## src/rtl/uart_rx_fifo_pkg.sv

```systemverilog
// -----------------------------------------------------------------------------
// uart_pkg
// Shared types and width helpers for the UART receive subsystem.
//   rx_state_t      : receiver FSM states
//   cnt_width()     : bits needed for a counter holding 0..n-1 (minimum 1)
//   fifo_cnt_width(): bits needed for an occupancy value 0..depth
// -----------------------------------------------------------------------------
package uart_pkg;

    typedef enum logic [2:0] {
        IDLE   = 3'd0,
        START  = 3'd1,
        DATA   = 3'd2,
        PARITY = 3'd3,
        STOP   = 3'd4
    } rx_state_t;

    function automatic int cnt_width(input int n);
        return (n <= 2) ? 1 : $clog2(n);
    endfunction

    function automatic int fifo_cnt_width(input int depth);
        return $clog2(depth) + 1;
    endfunction

endpackage

```

## src/rtl/uart_rx_fifo_if.sv

```systemverilog
// -----------------------------------------------------------------------------
// uart_rx_fifo_if
// Serial pin plus host read/status port of the UART receive subsystem.
//   rx          : serial input, idles high
//   rd_uart     : pop the FIFO head
//   clr_err     : clear sticky error flags
//   R_data      : FIFO head (show-ahead)
//   rx_empty    : FIFO empty
//   rx_full     : FIFO full
//   rx_count    : FIFO occupancy 0..FIFO_DEPTH
//   frame_err   : sticky, stop bit sampled low
//   parity_err  : sticky, parity mismatch
//   overrun_err : sticky, frame completed while FIFO full
// Modports: master = host/pin side, slave = receiver.
// -----------------------------------------------------------------------------
interface uart_rx_fifo_if #(
    parameter int DATA_WIDTH = 8,
    parameter int FIFO_DEPTH = 16
);
    logic                                           rx;
    logic                                           rd_uart;
    logic                                           clr_err;
    logic [DATA_WIDTH-1:0]                          R_data;
    logic                                           rx_empty;
    logic                                           rx_full;
    logic [uart_pkg::fifo_cnt_width(FIFO_DEPTH)-1:0] rx_count;
    logic                                           frame_err;
    logic                                           parity_err;
    logic                                           overrun_err;

    modport master (
        output rx, rd_uart, clr_err,
        input  R_data, rx_empty, rx_full, rx_count,
        input  frame_err, parity_err, overrun_err
    );

    modport slave (
        input  rx, rd_uart, clr_err,
        output R_data, rx_empty, rx_full, rx_count,
        output frame_err, parity_err, overrun_err
    );
endinterface

```

## src/rtl/uart_fifo_sync.sv

```systemverilog
// -----------------------------------------------------------------------------
// uart_fifo_sync
// Single-clock show-ahead FIFO. dout is a register that always holds the
// entry at the read pointer, so the head is visible without a read strobe.
//   UCLK, reset : clock, asynchronous active-high reset
//   wr, din     : write strobe and data (dropped when full unless rd too)
//   rd          : pop head (ignored when empty)
//   dout        : head entry, valid while empty=0
//   empty, full : status from an extra pointer wrap bit
//   count       : occupancy 0..FIFO_DEPTH
// -----------------------------------------------------------------------------
module uart_fifo_sync
    import uart_pkg::*;
#(
    parameter int DATA_WIDTH = 8,
    parameter int FIFO_DEPTH = 16
) (
    input  logic                                 UCLK,
    input  logic                                 reset,
    input  logic                                 wr,
    input  logic                                 rd,
    input  logic [DATA_WIDTH-1:0]                din,
    output logic [DATA_WIDTH-1:0]                dout,
    output logic                                 empty,
    output logic                                 full,
    output logic [fifo_cnt_width(FIFO_DEPTH)-1:0] count
);
    localparam int AW = $clog2(FIFO_DEPTH);

    logic [DATA_WIDTH-1:0] r_mem [FIFO_DEPTH];
    logic [AW:0]           r_wr_ptr;
    logic [AW:0]           r_rd_ptr;
    logic [DATA_WIDTH-1:0] r_dout;

    logic        w_empty;
    logic        w_full;
    logic        w_rd_en;
    logic        w_wr_en;
    logic [AW:0] w_rd_ptr_next;

    assign w_empty       = (r_wr_ptr == r_rd_ptr);
    assign w_full        = (r_wr_ptr[AW-1:0] == r_rd_ptr[AW-1:0]) && (r_wr_ptr[AW] != r_rd_ptr[AW]);
    assign w_rd_en       = rd && !w_empty;
    // A same-cycle pop frees a slot, so a write into a full FIFO still lands.
    assign w_wr_en       = wr && (!w_full || w_rd_en);
    assign w_rd_ptr_next = r_rd_ptr + {{AW{1'b0}}, w_rd_en};

    always_ff @(posedge UCLK) begin
        if (w_wr_en) begin
            r_mem[r_wr_ptr[AW-1:0]] <= din;
        end
    end

    always_ff @(posedge UCLK or posedge reset) begin
        if (reset) begin
            r_wr_ptr <= '0;
            r_rd_ptr <= '0;
            r_dout   <= '0;
        end else begin
            if (w_wr_en) begin
                r_wr_ptr <= r_wr_ptr + 1'b1;
            end
            r_rd_ptr <= w_rd_ptr_next;
            // The next head may be the word being written this cycle
            // (empty FIFO, or a pop leaving exactly the new entry): bypass it.
            if (w_wr_en && (r_wr_ptr[AW-1:0] == w_rd_ptr_next[AW-1:0])) begin
                r_dout <= din;
            end else begin
                r_dout <= r_mem[w_rd_ptr_next[AW-1:0]];
            end
        end
    end

    assign dout  = r_dout;
    assign empty = w_empty;
    assign full  = w_full;
    assign count = r_wr_ptr - r_rd_ptr;
endmodule

```

## src/rtl/uart_rx_fifo.sv

```systemverilog
// -----------------------------------------------------------------------------
// uart_rx_fifo
// Single-clock UART receiver: free-running oversample tick divider, 2-flop
// input synchroniser, oversampling receive FSM, sticky error flags and a
// show-ahead receive FIFO (uart_fifo_sync).
//   UCLK  : clock, all logic on rising edge
//   reset : asynchronous active-high reset
//   bus   : uart_rx_fifo_if.slave (rx pin, host read port, status, errors)
// Optional feature: define UART_RX_PARITY_EN to receive and check a parity
// bit after the data bits (PARITY_ODD selects odd/even). Without it there is
// no parity phase and parity_err is constant 0.
// -----------------------------------------------------------------------------
module uart_rx_fifo
    import uart_pkg::*;
#(
    parameter int DIVISOR    = 163,
    parameter int OVERSAMPLE = 16,
    parameter int DATA_WIDTH = 8,
    parameter int STOP_BITS  = 1,
    parameter int FIFO_DEPTH = 16,
    parameter int PARITY_ODD = 0
) (
    input  logic          UCLK,
    input  logic          reset,
    uart_rx_fifo_if.slave bus
);
    localparam int DIV_W = cnt_width(DIVISOR);
    localparam int S_W   = cnt_width(OVERSAMPLE);
    localparam int B_W   = cnt_width(DATA_WIDTH);
    localparam int CNT_W = fifo_cnt_width(FIFO_DEPTH);

    localparam logic [DIV_W-1:0] DIV_LAST    = DIV_W'(DIVISOR - 1);
    localparam logic [S_W-1:0]   S_HALF      = S_W'(OVERSAMPLE / 2 - 1);
    localparam logic [S_W-1:0]   S_LAST      = S_W'(OVERSAMPLE - 1);
    localparam logic [B_W-1:0]   B_DATA_LAST = B_W'(DATA_WIDTH - 1);
    localparam logic [B_W-1:0]   B_STOP_LAST = B_W'(STOP_BITS - 1);
    localparam logic             PAR_ODD     = 1'(PARITY_ODD);

`ifdef UART_RX_PARITY_EN
    localparam rx_state_t AFTER_DATA = PARITY;
`else
    localparam rx_state_t AFTER_DATA = STOP;
`endif

    // synchroniser and tick
    logic             r_rx_meta;
    logic             r_rx_s;
    logic [DIV_W-1:0] r_div;
    logic             w_tick;

    // receiver FSM
    rx_state_t             r_state,  w_state_next;
    logic [S_W-1:0]        r_s,      w_s_next;
    logic [B_W-1:0]        r_nbit,   w_nbit_next;
    logic [DATA_WIDTH-1:0] r_shift,  w_shift_next;
    logic                  r_bad,    w_bad_next;
    logic                  w_par_mismatch;
    logic                  w_last_stop;
    logic                  w_frame_set;
    logic                  w_frame_good;
    logic                  r_wr;

    // FIFO and flags
    logic [DATA_WIDTH-1:0] w_dout;
    logic                  w_empty;
    logic                  w_full;
    logic [CNT_W-1:0]      w_count;
    logic                  w_ovr_set;
    logic                  r_frame_err;
    logic                  r_overrun_err;

    always_ff @(posedge UCLK or posedge reset) begin
        if (reset) begin
            r_rx_meta <= 1'b1;
            r_rx_s    <= 1'b1;
        end else begin
            r_rx_meta <= bus.rx;
            r_rx_s    <= r_rx_meta;
        end
    end

    // Free-running: a start bit does not re-phase the tick.
    assign w_tick = (r_div == DIV_LAST);

    always_ff @(posedge UCLK or posedge reset) begin
        if (reset) begin
            r_div <= '0;
        end else if (w_tick) begin
            r_div <= '0;
        end else begin
            r_div <= r_div + 1'b1;
        end
    end

    // Parity over data plus received parity bit: 1 for odd total ones.
    assign w_par_mismatch = ((^r_shift) ^ r_rx_s) != PAR_ODD;

    always_ff @(posedge UCLK or posedge reset) begin
        if (reset) begin
            r_state <= IDLE;
            r_s     <= '0;
            r_nbit  <= '0;
            r_shift <= '0;
            r_bad   <= 1'b0;
        end else begin
            r_state <= w_state_next;
            r_s     <= w_s_next;
            r_nbit  <= w_nbit_next;
            r_shift <= w_shift_next;
            r_bad   <= w_bad_next;
        end
    end

    always_comb begin
        w_state_next = r_state;
        w_s_next     = r_s;
        w_nbit_next  = r_nbit;
        w_shift_next = r_shift;
        w_bad_next   = r_bad;
        if (w_tick) begin
            case (r_state)
                IDLE: begin
                    if (!r_rx_s) begin
                        w_state_next = START;
                        w_s_next     = '0;
                    end
                end
                START: begin
                    if (r_s == S_HALF) begin
                        w_s_next    = '0;
                        w_nbit_next = '0;
                        w_bad_next  = 1'b0;
                        // Line back high at mid start bit: treat as a glitch.
                        w_state_next = r_rx_s ? IDLE : DATA;
                    end else begin
                        w_s_next = r_s + 1'b1;
                    end
                end
                DATA: begin
                    if (r_s == S_LAST) begin
                        w_s_next     = '0;
                        w_shift_next = {r_rx_s, r_shift[DATA_WIDTH-1:1]};
                        if (r_nbit == B_DATA_LAST) begin
                            w_nbit_next  = '0;
                            w_state_next = AFTER_DATA;
                        end else begin
                            w_nbit_next = r_nbit + 1'b1;
                        end
                    end else begin
                        w_s_next = r_s + 1'b1;
                    end
                end
                PARITY: begin
                    if (r_s == S_LAST) begin
                        w_s_next     = '0;
                        w_nbit_next  = '0;
                        w_bad_next   = r_bad | w_par_mismatch;
                        w_state_next = STOP;
                    end else begin
                        w_s_next = r_s + 1'b1;
                    end
                end
                STOP: begin
                    if (r_s == S_LAST) begin
                        w_s_next   = '0;
                        w_bad_next = r_bad | !r_rx_s;
                        if (r_nbit == B_STOP_LAST) begin
                            w_nbit_next  = '0;
                            w_state_next = IDLE;
                        end else begin
                            w_nbit_next = r_nbit + 1'b1;
                        end
                    end else begin
                        w_s_next = r_s + 1'b1;
                    end
                end
                default: w_state_next = IDLE;
            endcase
        end
    end

`ifdef UART_RX_PARITY_EN
    logic w_par_set;
    logic r_parity_err;
`endif

    always_comb begin
        w_last_stop = 1'b0;
        w_frame_set = 1'b0;
`ifdef UART_RX_PARITY_EN
        w_par_set   = 1'b0;
`endif
        if (w_tick && (r_s == S_LAST)) begin
            case (r_state)
                STOP: begin
                    w_last_stop = (r_nbit == B_STOP_LAST);
                    w_frame_set = !r_rx_s;
                end
`ifdef UART_RX_PARITY_EN
                PARITY: w_par_set = w_par_mismatch;
`endif
                default: ;
            endcase
        end
        // r_bad holds earlier stop/parity failures; r_rx_s is this stop sample.
        w_frame_good = w_last_stop && r_rx_s && !r_bad;
    end

    // Write strobe lands the cycle after the last stop-sample tick.
    always_ff @(posedge UCLK or posedge reset) begin
        if (reset) begin
            r_wr <= 1'b0;
        end else begin
            r_wr <= w_frame_good;
        end
    end

    uart_fifo_sync #(
        .DATA_WIDTH (DATA_WIDTH),
        .FIFO_DEPTH (FIFO_DEPTH)
    ) u_fifo (
        .UCLK  (UCLK),
        .reset (reset),
        .wr    (r_wr),
        .rd    (bus.rd_uart),
        .din   (r_shift),
        .dout  (w_dout),
        .empty (w_empty),
        .full  (w_full),
        .count (w_count)
    );

    assign w_ovr_set = r_wr && w_full && !bus.rd_uart;

    // Set has priority over clear so an error in the clearing cycle is kept.
    always_ff @(posedge UCLK or posedge reset) begin
        if (reset) begin
            r_frame_err   <= 1'b0;
            r_overrun_err <= 1'b0;
        end else begin
            if (w_frame_set)      r_frame_err <= 1'b1;
            else if (bus.clr_err) r_frame_err <= 1'b0;
            if (w_ovr_set)        r_overrun_err <= 1'b1;
            else if (bus.clr_err) r_overrun_err <= 1'b0;
        end
    end

`ifdef UART_RX_PARITY_EN
    always_ff @(posedge UCLK or posedge reset) begin
        if (reset) begin
            r_parity_err <= 1'b0;
        end else if (w_par_set) begin
            r_parity_err <= 1'b1;
        end else if (bus.clr_err) begin
            r_parity_err <= 1'b0;
        end
    end
    assign bus.parity_err = r_parity_err;
`else
    assign bus.parity_err = 1'b0;
`endif

    assign bus.R_data      = w_dout;
    assign bus.rx_empty    = w_empty;
    assign bus.rx_full     = w_full;
    assign bus.rx_count    = w_count;
    assign bus.frame_err   = r_frame_err;
    assign bus.overrun_err = r_overrun_err;
endmodule

```

## src/flat_wrapper.sv

```systemverilog
// flat-port wrapper written by rule: the top's interface ports become plain ports
module uart_rx_fifo_flat import uart_pkg::*;
#(
    parameter int DIVISOR    = 163,
    parameter int OVERSAMPLE = 16,
    parameter int DATA_WIDTH = 8,
    parameter int STOP_BITS  = 1,
    parameter int FIFO_DEPTH = 16,
    parameter int PARITY_ODD = 0
)
  (UCLK, reset, bus_rx, bus_rd_uart, bus_clr_err, bus_R_data, bus_rx_empty, bus_rx_full, bus_rx_count, bus_frame_err, bus_parity_err, bus_overrun_err);
  uart_rx_fifo_if #(.DATA_WIDTH(DATA_WIDTH), .FIFO_DEPTH(FIFO_DEPTH)) bus_i ();
  input  logic UCLK;
  input  logic reset;
  input wire logic [$bits(bus_i.rx)-1:0] bus_rx;
  input wire logic [$bits(bus_i.rd_uart)-1:0] bus_rd_uart;
  input wire logic [$bits(bus_i.clr_err)-1:0] bus_clr_err;
  output wire logic [$bits(bus_i.R_data)-1:0] bus_R_data;
  output wire logic [$bits(bus_i.rx_empty)-1:0] bus_rx_empty;
  output wire logic [$bits(bus_i.rx_full)-1:0] bus_rx_full;
  output wire logic [$bits(bus_i.rx_count)-1:0] bus_rx_count;
  output wire logic [$bits(bus_i.frame_err)-1:0] bus_frame_err;
  output wire logic [$bits(bus_i.parity_err)-1:0] bus_parity_err;
  output wire logic [$bits(bus_i.overrun_err)-1:0] bus_overrun_err;
  assign bus_i.rx = bus_rx;
  assign bus_i.rd_uart = bus_rd_uart;
  assign bus_i.clr_err = bus_clr_err;
  assign bus_R_data = bus_i.R_data;
  assign bus_rx_empty = bus_i.rx_empty;
  assign bus_rx_full = bus_i.rx_full;
  assign bus_rx_count = bus_i.rx_count;
  assign bus_frame_err = bus_i.frame_err;
  assign bus_parity_err = bus_i.parity_err;
  assign bus_overrun_err = bus_i.overrun_err;
  uart_rx_fifo #(.DIVISOR(DIVISOR), .OVERSAMPLE(OVERSAMPLE), .DATA_WIDTH(DATA_WIDTH), .STOP_BITS(STOP_BITS), .FIFO_DEPTH(FIFO_DEPTH), .PARITY_ODD(PARITY_ODD)) u_core (.UCLK(UCLK), .reset(reset), .bus(bus_i));
endmodule
```

## config.mk

```make
export PLATFORM = sky130hd
export DESIGN_NAME = uart_rx_fifo_flat
export DESIGN_NICKNAME = d
export VERILOG_FILES = /design/src/rtl/uart_rx_fifo_pkg.sv /design/src/rtl/uart_rx_fifo_if.sv /design/src/rtl/uart_fifo_sync.sv /design/src/rtl/uart_rx_fifo.sv /design/src/flat_wrapper.sv
export SDC_FILE = /design/constraint.sdc
export NUM_CORES = 1
export LEC_CHECK = 0
export BUFFER_PORTS_ARGS = -buffer_cell sky130_fd_sc_hd__buf_2
export CAP_MARGIN = 20
export CORE_MARGIN = 10
export CORE_UTILIZATION = 35
export DETAILED_ROUTE_END_ITERATION = 6
export GPL_TIMING_DRIVEN = 1
export PLACE_DENSITY_LB_ADDON = 0.25
export SLEW_MARGIN = 30
export SYNTH_ARGS = -nofsm -noshare
export SYNTH_HDL_FRONTEND = slang
export SYNTH_SLANG_ARGS = --single-unit
```

## constraint.sdc

```tcl
create_clock -name UCLK -period 4.2 [get_ports UCLK]
set_clock_uncertainty 0.2 [all_clocks]
set_input_delay 0.42 -clock UCLK [delete_from_list [all_inputs] [get_ports UCLK]]
set_output_delay 0.42 -clock UCLK [all_outputs]
set_load 0.005 [all_outputs]
```

# Yosys cells after proc, flatten, opt, wreduce, memory -nomap -nowiden

Memory sizes are Yosys's and may differ from the RTL's. A register that Yosys moved wholly into a read port is not among the register bits.
Index checks and enable logic that the tools add are counted.

Memories: 1
Register bits: 42
Bits in writable memories: 128
Output and inout bits: 18

Mux-type cells: 34
Eq/ne operators: 18
$add $sub $neg: 6
Bitwise gates (word level): 3
Reduce and logical (&&, ||, !) cells: 28

Memory list:

| memory              | depth | width | rd ports | clocked after Yosys merged registers in | write ports | line                 | RTL |
|---|---|---|---|---|---|---|---|
| u_core.u_fifo.r_mem | 16    | 8     | 1        | 1                                       | 1           | uart_fifo_sync.sv:30 | `logic [DATA_WIDTH-1:0] r_mem [FIFO_DEPTH];` |

Operators by type and width:

| cell                                          | number |
|---|---|
| two-way mux 3 bit                             | 13 |
| one-hot mux 3 bit (5 select lines)            | 1 |
| two-way mux 1 bit                             | 12 |
| two-way mux 4 bit                             | 3 |
| != test 2 x 1 -> 1 bit, second input constant | 6 |
| one-hot mux 3 bit (4 select lines)            | 1 |
| one-hot mux 4 bit (3 select lines)            | 1 |
| adder 8 x 1 -> 8 bit, second input constant   | 1 |
| == test 8 bit, second input constant          | 1 |
| logical AND 1 bit                             | 8 |
| two-way mux 8 bit                             | 1 |
| AND reduction 8 bit                           | 1 |
| XOR reduction 8 bit                           | 1 |
| == test 3 x 2 -> 1 bit, second input constant | 2 |
| == test 3 bit, second input constant          | 2 |
| logical NOT 3 bit                             | 2 |
| AND reduction 3 bit                           | 2 |
| AND reduction 6 bit                           | 1 |
| nonzero test 3 bit                            | 2 |
| adder 5 x 1 -> 5 bit                          | 1 |
| adder 5 x 1 -> 5 bit, second input constant   | 1 |
| == test 5 bit                                 | 1 |
| logical NOT 1 bit                             | 5 |
| AND reduction 5 bit                           | 1 |
| 17 further kinds                              | 19 |

# Depth between registers and ports, before layout

Depth in word-level cells: 7
Mapped depth: 13

# Modules after synthesis

A second synthesis with hierarchy kept.

Cells, all modules: 449
Area total of the unflattened synthesis: 7787.5 um^2

Modules (own cells, without submodules):

| module         | cells an instance | area an instance (um^2) | instances |
|---|---|---|---|
| uart_fifo_sync | 297               | 6029.5                  | 1 |
| uart_rx_fifo   | 152               | 1757.9                  | 1 |

# Least setup slack after synthesis

OpenSTA, ideal clock, no wires.

Path kind: register to register
Start point: register u_core.u_fifo.r_wr_ptr[0]
End point: register u_core.u_fifo.r_dout[4] (netlist: u_core.u_fifo.dout[4]) (read register of u_core.u_fifo.r_mem)
Library setup time: 0.125 ns
Arrival: 3.026 ns
Clock period less this slack: 3.351 ns
Setup slack: 0.849 ns
Required time: 3.875 ns
Stages on the path, launching flop included: 14
Path through: dfrtp_1 -> inv_1 -> ha_1 -> nand4_1 -> nor2_1 -> nor2b_1 -> ha_1 -> ha_1 -> clkbuf_1 -> clkbuf_1 -> mux4_2 -> a22oi_1 -> nand2_1 -> mux2_4

Cells in the longest elaborated chain, start to end: 4

Ends and longest elaborated chain:

| item                                     | line                 | RTL |
|---|---|---|
| from (decl)                              | uart_fifo_sync.sv:31 | `logic [AW:0] r_wr_ptr;` |
| from (signal assigned)                   | uart_fifo_sync.sv:61 | `r_wr_ptr <= r_wr_ptr + 1'b1;` |
| == test 5 bit                            | uart_fifo_sync.sv:41 | `assign w_empty = (r_wr_ptr == r_rd_ptr);` |
| named net bus_rx_empty                   | flat_wrapper.sv:19   | `output wire logic [$bits(bus_i.rx_empty)-1:0] bus_rx_empty;` |
| logical NOT 1 bit                        | uart_fifo_sync.sv:43 | `assign w_rd_en = rd && !w_empty;` |
| logical AND 1 bit                        | uart_fifo_sync.sv:43 |  |
| adder 5 x 1 -> 5 bit                     | uart_fifo_sync.sv:46 | `assign w_rd_ptr_next = r_rd_ptr + {{AW{1'b0}}, w_rd_en};` |
| named net u_core.u_fifo.w_rd_ptr_next[1] | uart_fifo_sync.sv:39 | `logic [AW:0] w_rd_ptr_next;` |
| to (decl)                                | uart_fifo_sync.sv:33 | `logic [DATA_WIDTH-1:0] r_dout;` |

The timed path passes the listed nets, and every way through them passes these cells.
A chain may end at the register's enable or synchronous reset.

# Worst setup path after layout

Start point: register u_core.u_fifo.r_wr_ptr[0]
End point: register u_core.u_fifo.r_dout[0] (netlist: u_core.u_fifo.dout[0]) (read register of u_core.u_fifo.r_mem)

Cells in the longest elaborated chain, start to end: 4

Ends and longest elaborated chain:

| item                                     | line |
|---|---|
| == test 5 bit                            | uart_fifo_sync.sv:41 |
| logical NOT 1 bit                        | uart_fifo_sync.sv:43 |
| logical AND 1 bit                        | uart_fifo_sync.sv:43 |
| adder 5 x 1 -> 5 bit                     | uart_fifo_sync.sv:46 |
| named net u_core.u_fifo.w_rd_ptr_next[0] | uart_fifo_sync.sv:39 |

The timed path passes the listed nets, and every way through them passes these cells.

==> report_table.html <==
<table>
<tr><th>Metric</th><th>Value</th></tr>
<tr><th colspan="2">Floorplan</th></tr>
<tr><td>Horizontal die dimension</td><td>~170 um</td></tr>
<tr><td>Core box area</td><td>21,690 um^2</td></tr>
<tr><td>Die outline height</td><td>~170 um</td></tr>
<tr><td>Standard-cell row count</td><td>54</td></tr>
<tr><td>Initial core utilization</td><td>approximately 35%</td></tr>
<tr><td>I/O pins</td><td>23</td></tr>
<tr><td>Die outline area</td><td>28,250 um^2</td></tr>
<tr><th colspan="2">Yosys</th></tr>
<tr><td>Synthesized area per cell</td><td>around 17 um^2</td></tr>
<tr><td>Number of distinct library cells after synthesis</td><td>57</td></tr>
<tr><td>Share of synthesized flip-flops with an asynchronous set or reset</td><td>28.09%</td></tr>
<tr><td>Synthesized-area fraction occupied by ao, oa, aoi and oai cells</td><td>4.011%</td></tr>
<tr><td>Xor-xnor portion of the synthesized cell area</td><td>a little under 4%</td></tr>
<tr><td>Simple-gate share of the synthesized area</td><td>6.995%</td></tr>
<tr><td>Post-synthesis net count</td><td>approximately 480</td></tr>
<tr><td>Syn Std Cell Area</td><td>approximately 7700 um^2</td></tr>
<tr><td>Post-synth EDFFs</td><td>around 130</td></tr>
<tr><td>Leading register cell type out of synthesis</td><td>sky130_fd_sc_hd__edfxtp_1</td></tr>
<tr><td>Sequential cell area fraction in the yosys report</td><td>between 60% and 70%</td></tr>
<tr><td>Post-synthesis register bit count</td><td>about 180</td></tr>
<tr><td>Share of synthesized area spent on multiplexers</td><td>between 10% and 20%</td></tr>
<tr><td>Total of warnings raised by yosys</td><td>0</td></tr>
<tr><td>Largest family of logic cells by synthesized area</td><td>multiplexers</td></tr>
<tr><td>Instance count of the mapped netlist</td><td>roughly 460</td></tr>
<tr><td>Synthesized-area fraction occupied by adder cells</td><td>~2.9%</td></tr>
<tr><th colspan="2">GRT</th></tr>
<tr><td>Pin count of the biggest net entering global routing</td><td>roughly 50</td></tr>
<tr><td>Vias in the first global route</td><td>4,161</td></tr>
<tr><td>Number of antenna violations at the first check in global routing</td><td>0</td></tr>
<tr><td>Wire length of the first global-routing pass</td><td>roughly 24 mm</td></tr>
<tr><td>Total track usage</td><td>around 11%</td></tr>
<tr><td>Total congestion overflow</td><td>0</td></tr>
<tr><th colspan="2">Layout</th></tr>
<tr><td>Layout cell share with drive strength beyond 1</td><td>about 22%</td></tr>
<tr><td>Antenna fix cells</td><td>0</td></tr>
<tr><td>Layout overhead on the synthesized area</td><td>13.61%</td></tr>
<tr><td>Commonest cells after routing, fill and taps aside</td><td>128 x sky130_fd_sc_hd__edfxtp_1, 48 x sky130_fd_sc_hd__dfrtp_1, 25 x sky130_fd_sc_hd__xnor2_1, 25 x sky130_fd_sc_hd__nand2_1, 25 x sky130_fd_sc_hd__nor2_1</td></tr>
<tr><td>Net total in the final layout</td><td>520</td></tr>
<tr><td>Number of fillers in the final layout</td><td>1,932</td></tr>
<tr><td>Post-route cell area</td><td>8718 um^2</td></tr>
<tr><td>Commonest non-fill, non-tap cell in the layout</td><td>sky130_fd_sc_hd__edfxtp_1</td></tr>
<tr><th colspan="2">Pwr</th></tr>
<tr><td>Sw power</td><td>around 1.2 mW</td></tr>
<tr><td>Cell-internal power</td><td>3.126 mW</td></tr>
<tr><td>Sequential cell fraction of total power</td><td>~45%</td></tr>
<tr><td>Switching part of the total power</td><td>a little over a quarter</td></tr>
<tr><td>Clk pwr share</td><td>36.0%</td></tr>
<tr><td>Reported leakage power</td><td>~3.6 nW</td></tr>
<tr><td>Comb pwr share</td><td>a little under a fifth</td></tr>
<tr><td>Maximum VDD drop</td><td>just under 300 uV</td></tr>
<tr><td>Power density normalized to cell area</td><td>a little under 500 nW/um^2</td></tr>
<tr><th colspan="2">Setup path</th></tr>
<tr><td>Path depth of the worst reg2reg path</td><td>11</td></tr>
<tr><td>Data arrival time of the critical path</td><td>between 3 and 4 ns</td></tr>
<tr><td>Kind of capture point of the worst setup path</td><td>flip-flop</td></tr>
<tr><td>Type of origin of the critical path</td><td>flip-flop</td></tr>
<tr><td>Startpoint-to-endpoint class of the critical path</td><td>flip-flop to flip-flop</td></tr>
<tr><td>Maximum fanout count along the critical path</td><td>25</td></tr>
<tr><td>Worst Path Required</td><td>roughly 4.3 ns</td></tr>
<tr><td>Origin of the critical flop-to-flop path</td><td>u_core.u_fifo.r_wr_ptr[0]</td></tr>
<tr><td>Launch point of the critical path</td><td>u_core.u_fifo.r_wr_ptr[0]</td></tr>
<tr><th colspan="2">Min path</th></tr>
<tr><td>Hold Path Class</td><td>input port to flip-flop</td></tr>
<tr><td>Source of the worst hold timing path</td><td>bus_rd_uart</td></tr>
<tr><td>Hold depth</td><td>4</td></tr>
<tr><th colspan="2">Drt</th></tr>
<tr><td>WL final</td><td>about 15 mm</td></tr>
<tr><td>Number of vias after detailed routing</td><td>approximately 4,000</td></tr>
<tr><td>DR iter-0 viols</td><td>around 230</td></tr>
<tr><td>Per-cell via count in the routed design</td><td>between 4 and 5</td></tr>
<tr><td>Number of detailed-route iterations in the first pass</td><td>4</td></tr>
<tr><td>Wire per inst</td><td>between 15 and 20 um</td></tr>
<tr><td>Residual antenna-violating net count after detailed routing</td><td>0</td></tr>
<tr><td>Number of design rule violations left after detail routing</td><td>0</td></tr>
<tr><th colspan="2">Clock network</th></tr>
<tr><td>Post-CTS clock slew at the launch and capture registers of the worst setup and hold paths</td><td>around 0.070 ns</td></tr>
<tr><td>Count of H-tree levels built during CTS</td><td>4</td></tr>
<tr><td>Total of cells resized after clock tree synthesis</td><td>0</td></tr>
<tr><td>Clk buf depth</td><td>2</td></tr>
<tr><td>Clock Sink Count</td><td>178</td></tr>
<tr><td>Clock tree from TritonCTS</td><td>done</td></tr>
<tr><td>Insertion delay of the later-clocked pin in the worst-skew pair</td><td>approximately 0.43 ns</td></tr>
<tr><td>Root Buffer Master</td><td>sky130_fd_sc_hd__clkbuf_16</td></tr>
<tr><td>Number of clock buffers inserted by TritonCTS</td><td>17</td></tr>
<tr><th colspan="2">Timing</th></tr>
<tr><td>Fmax</td><td>approximately 0.27 GHz</td></tr>
<tr><td>Fin Setup TNS</td><td>0 ns</td></tr>
<tr><td>Max-slew violation count</td><td>0</td></tr>
<tr><td>Final setup viols</td><td>0</td></tr>
<tr><td>Normalized max-slew margin</td><td>a little under half</td></tr>
<tr><td>Number of hold violations in the final report</td><td>0</td></tr>
<tr><td>Final worst path period share</td><td>between 80% and 90%</td></tr>
<tr><td>Setup repair after global routing missed its margin</td><td>no</td></tr>
<tr><td>Least-Margin Pin Slew</td><td>between 0.8 and 0.9 ns</td></tr>
<tr><td>Tmin final</td><td>between 3 and 4 ns</td></tr>
<tr><th colspan="2">Placed design</th></tr>
<tr><td>Placed wire-length estimate</td><td>~10 mm</td></tr>
<tr><td>Routability congestion estimate from global placement</td><td>around 0.77</td></tr>
<tr><td>Standard cell area after detailed placement</td><td>8105 um^2</td></tr>
<tr><td>PortBufs</td><td>21</td></tr>
<tr><th colspan="2">Run</th></tr>
<tr><td>Max Cap Violations</td><td>0</td></tr>
<tr><th colspan="2">Run status</th></tr>
<tr><td>Run status</td><td>finished, final reports clean</td></tr>
</table>
final timing paths:
path / to / slack (ns)
setup / recovery: u_core.u_fifo.dout[0] / 0.51
hold / removal: u_core.bus.overrun_err / 0.11
setup reg to reg: u_core.u_fifo.dout[0] / 0.51
hold reg to reg: u_core.r_rx_s / 0.16
max in group asynchronous: u_core.r_shift[2] / 2.91
min in group asynchronous: u_core.u_fifo.r_rd_ptr[1] / 0.44
synth_stat cells, types with 4 or more instances:
master | count | share of area (%)
sky130_fd_sc_hd__mux4_2 | 23 | 6.8
sky130_fd_sc_hd__xnor2_1 | 25 | 2.9
sky130_fd_sc_hd__o21ai_0 | 6 | 0.39
sky130_fd_sc_hd__xor2_1 | 5 | 0.57
sky130_fd_sc_hd__edfxtp_1 | 128 | 50
sky130_fd_sc_hd__nand3_1 | 10 | 0.65
sky130_fd_sc_hd__clkbuf_1 | 4 | 0.20
sky130_fd_sc_hd__nor3_1 | 9 | 0.59
sky130_fd_sc_hd__a21oi_1 | 8 | 0.52
sky130_fd_sc_hd__mux2_1 | 10 | 1.5
sky130_fd_sc_hd__nand2_1 | 25 | 1.2
sky130_fd_sc_hd__o21ai_1 | 4 | 0.26
sky130_fd_sc_hd__nand2b_1 | 5 | 0.41
sky130_fd_sc_hd__mux4_1 | 9 | 3.1
sky130_fd_sc_hd__buf_2 | 5 | 0.33
sky130_fd_sc_hd__nor2_1 | 25 | 1.2
sky130_fd_sc_hd__inv_1 | 18 | 0.88
sky130_fd_sc_hd__a22oi_1 | 16 | 1.6
sky130_fd_sc_hd__mux2_4 | 8 | 1.6
sky130_fd_sc_hd__ha_1 | 16 | 2.6
sky130_fd_sc_hd__dfrtp_1 | 48 | 16
through the flow:
stage / setup slack, ns / instances / hold slack [ns] / total power, mW / utilization, %
2_1_floorplan: 0.8489 / 461 / 0.1452 / 2.619 / -
3_3_place_gp: 0.5419 / 756 / 0.1503 / 2.810 / 37.36
3_5_place_dp: 0.4725 / 756 / 0.1534 / 2.816 / 37.37
4_1_cts: 0.4577 / 791 / 0.1065 / 4.370 / 40.20
5_1_grt: 0.3088 / 791 / 0.1444 / 4.504 / 40.20
6_report: 0.5109 / 791 / 0.1087 / 4.299 / 40.20
layer usage:
layer	up-vias	track usage [%]	share of wire, %	routed length (um)
li1	1829	-	-	-
met1	2035	14.27	46	7006
met2	64	18.08	49	7511
met3	17	2.817	3.7	557
met4	0	3.255	1.1	174
met5	-	0	0	0
layout make-up:
type / instances / area, um^2 / area share, %
multi-input combinational: 245 / 2364 / 27.11
sequential: 178 / 5097 / 58.47
clock inverter: 9 / 95.09 / 1.091
clock buffer: 23 / 488.0 / 5.597
timing repair buffer: 35 / 242.7 / 2.784
tap: 280 / 350.3 / 4.018
inverter: 21 / 81.33 / 0.9328
power by group through the flow:
stage          clock [mW]  combinational, mW  sequential [mW]
5_1_grt              1.67              0.904             1.93
3_3_place_gp            0              0.848             1.96
6_report             1.55              0.824             1.93
4_1_cts              1.59              0.857             1.93
3_5_place_dp            0              0.854             1.96
2_1_floorplan           0              0.665             1.95
kinds of logic (layout without fill, tap and decap cells):
kind of cell | count (synthesis) | after routing
buffers and inverters | 38 | 88
flip-flops | 178 | 178
other | 1 | 1
adder cells (fa/ha/maj) | 17 | 17
XOR/XNOR | 32 | 32
multiplexers | 51 | 51
AND/OR/NAND/NOR | 98 | 98
AO/OA/AOI/OAI | 46 | 46
critical path, stage by stage (launching register included):
cell and delay [ns]:
sky130_fd_sc_hd__dfrtp_1 0.44, sky130_fd_sc_hd__inv_1 0.13, sky130_fd_sc_hd__ha_1 0.32, sky130_fd_sc_hd__nand4_1 0.17, sky130_fd_sc_hd__nor2_1 0.17, sky130_fd_sc_hd__nor2b_1 0.07, sky130_fd_sc_hd__ha_2 0.55, sky130_fd_sc_hd__buf_12 0.28
sky130_fd_sc_hd__mux4_1 0.60, sky130_fd_sc_hd__a22oi_1 0.29, sky130_fd_sc_hd__nand2_1 0.10, sky130_fd_sc_hd__mux2_4 0.27
what timing repair did:
item / in CTS / in global routing
buffers inserted: 0 / 0
hold buffers: 3 / 0
hold endpoints to repair: 51 / 0
registers in the layout, summed over array words and instances (netlist names):
register	flops
u_core.r_state	3
u_core.r_rx_s	1
u_core.u_fifo.r_mem	128
u_core.u_fifo.r_wr_ptr	5
u_core.r_bad	1
u_core.r_div	8
u_core.r_s	4
u_core.u_fifo.r_rd_ptr	5
u_core.bus.frame_err	1
u_core.bus.overrun_err	1
u_core.r_nbit	3
u_core.r_shift	8
u_core.r_wr	1
u_core.u_fifo.dout	8
u_core.r_rx_meta	1
No activity file was read; power rests on OpenSTA's default activity.
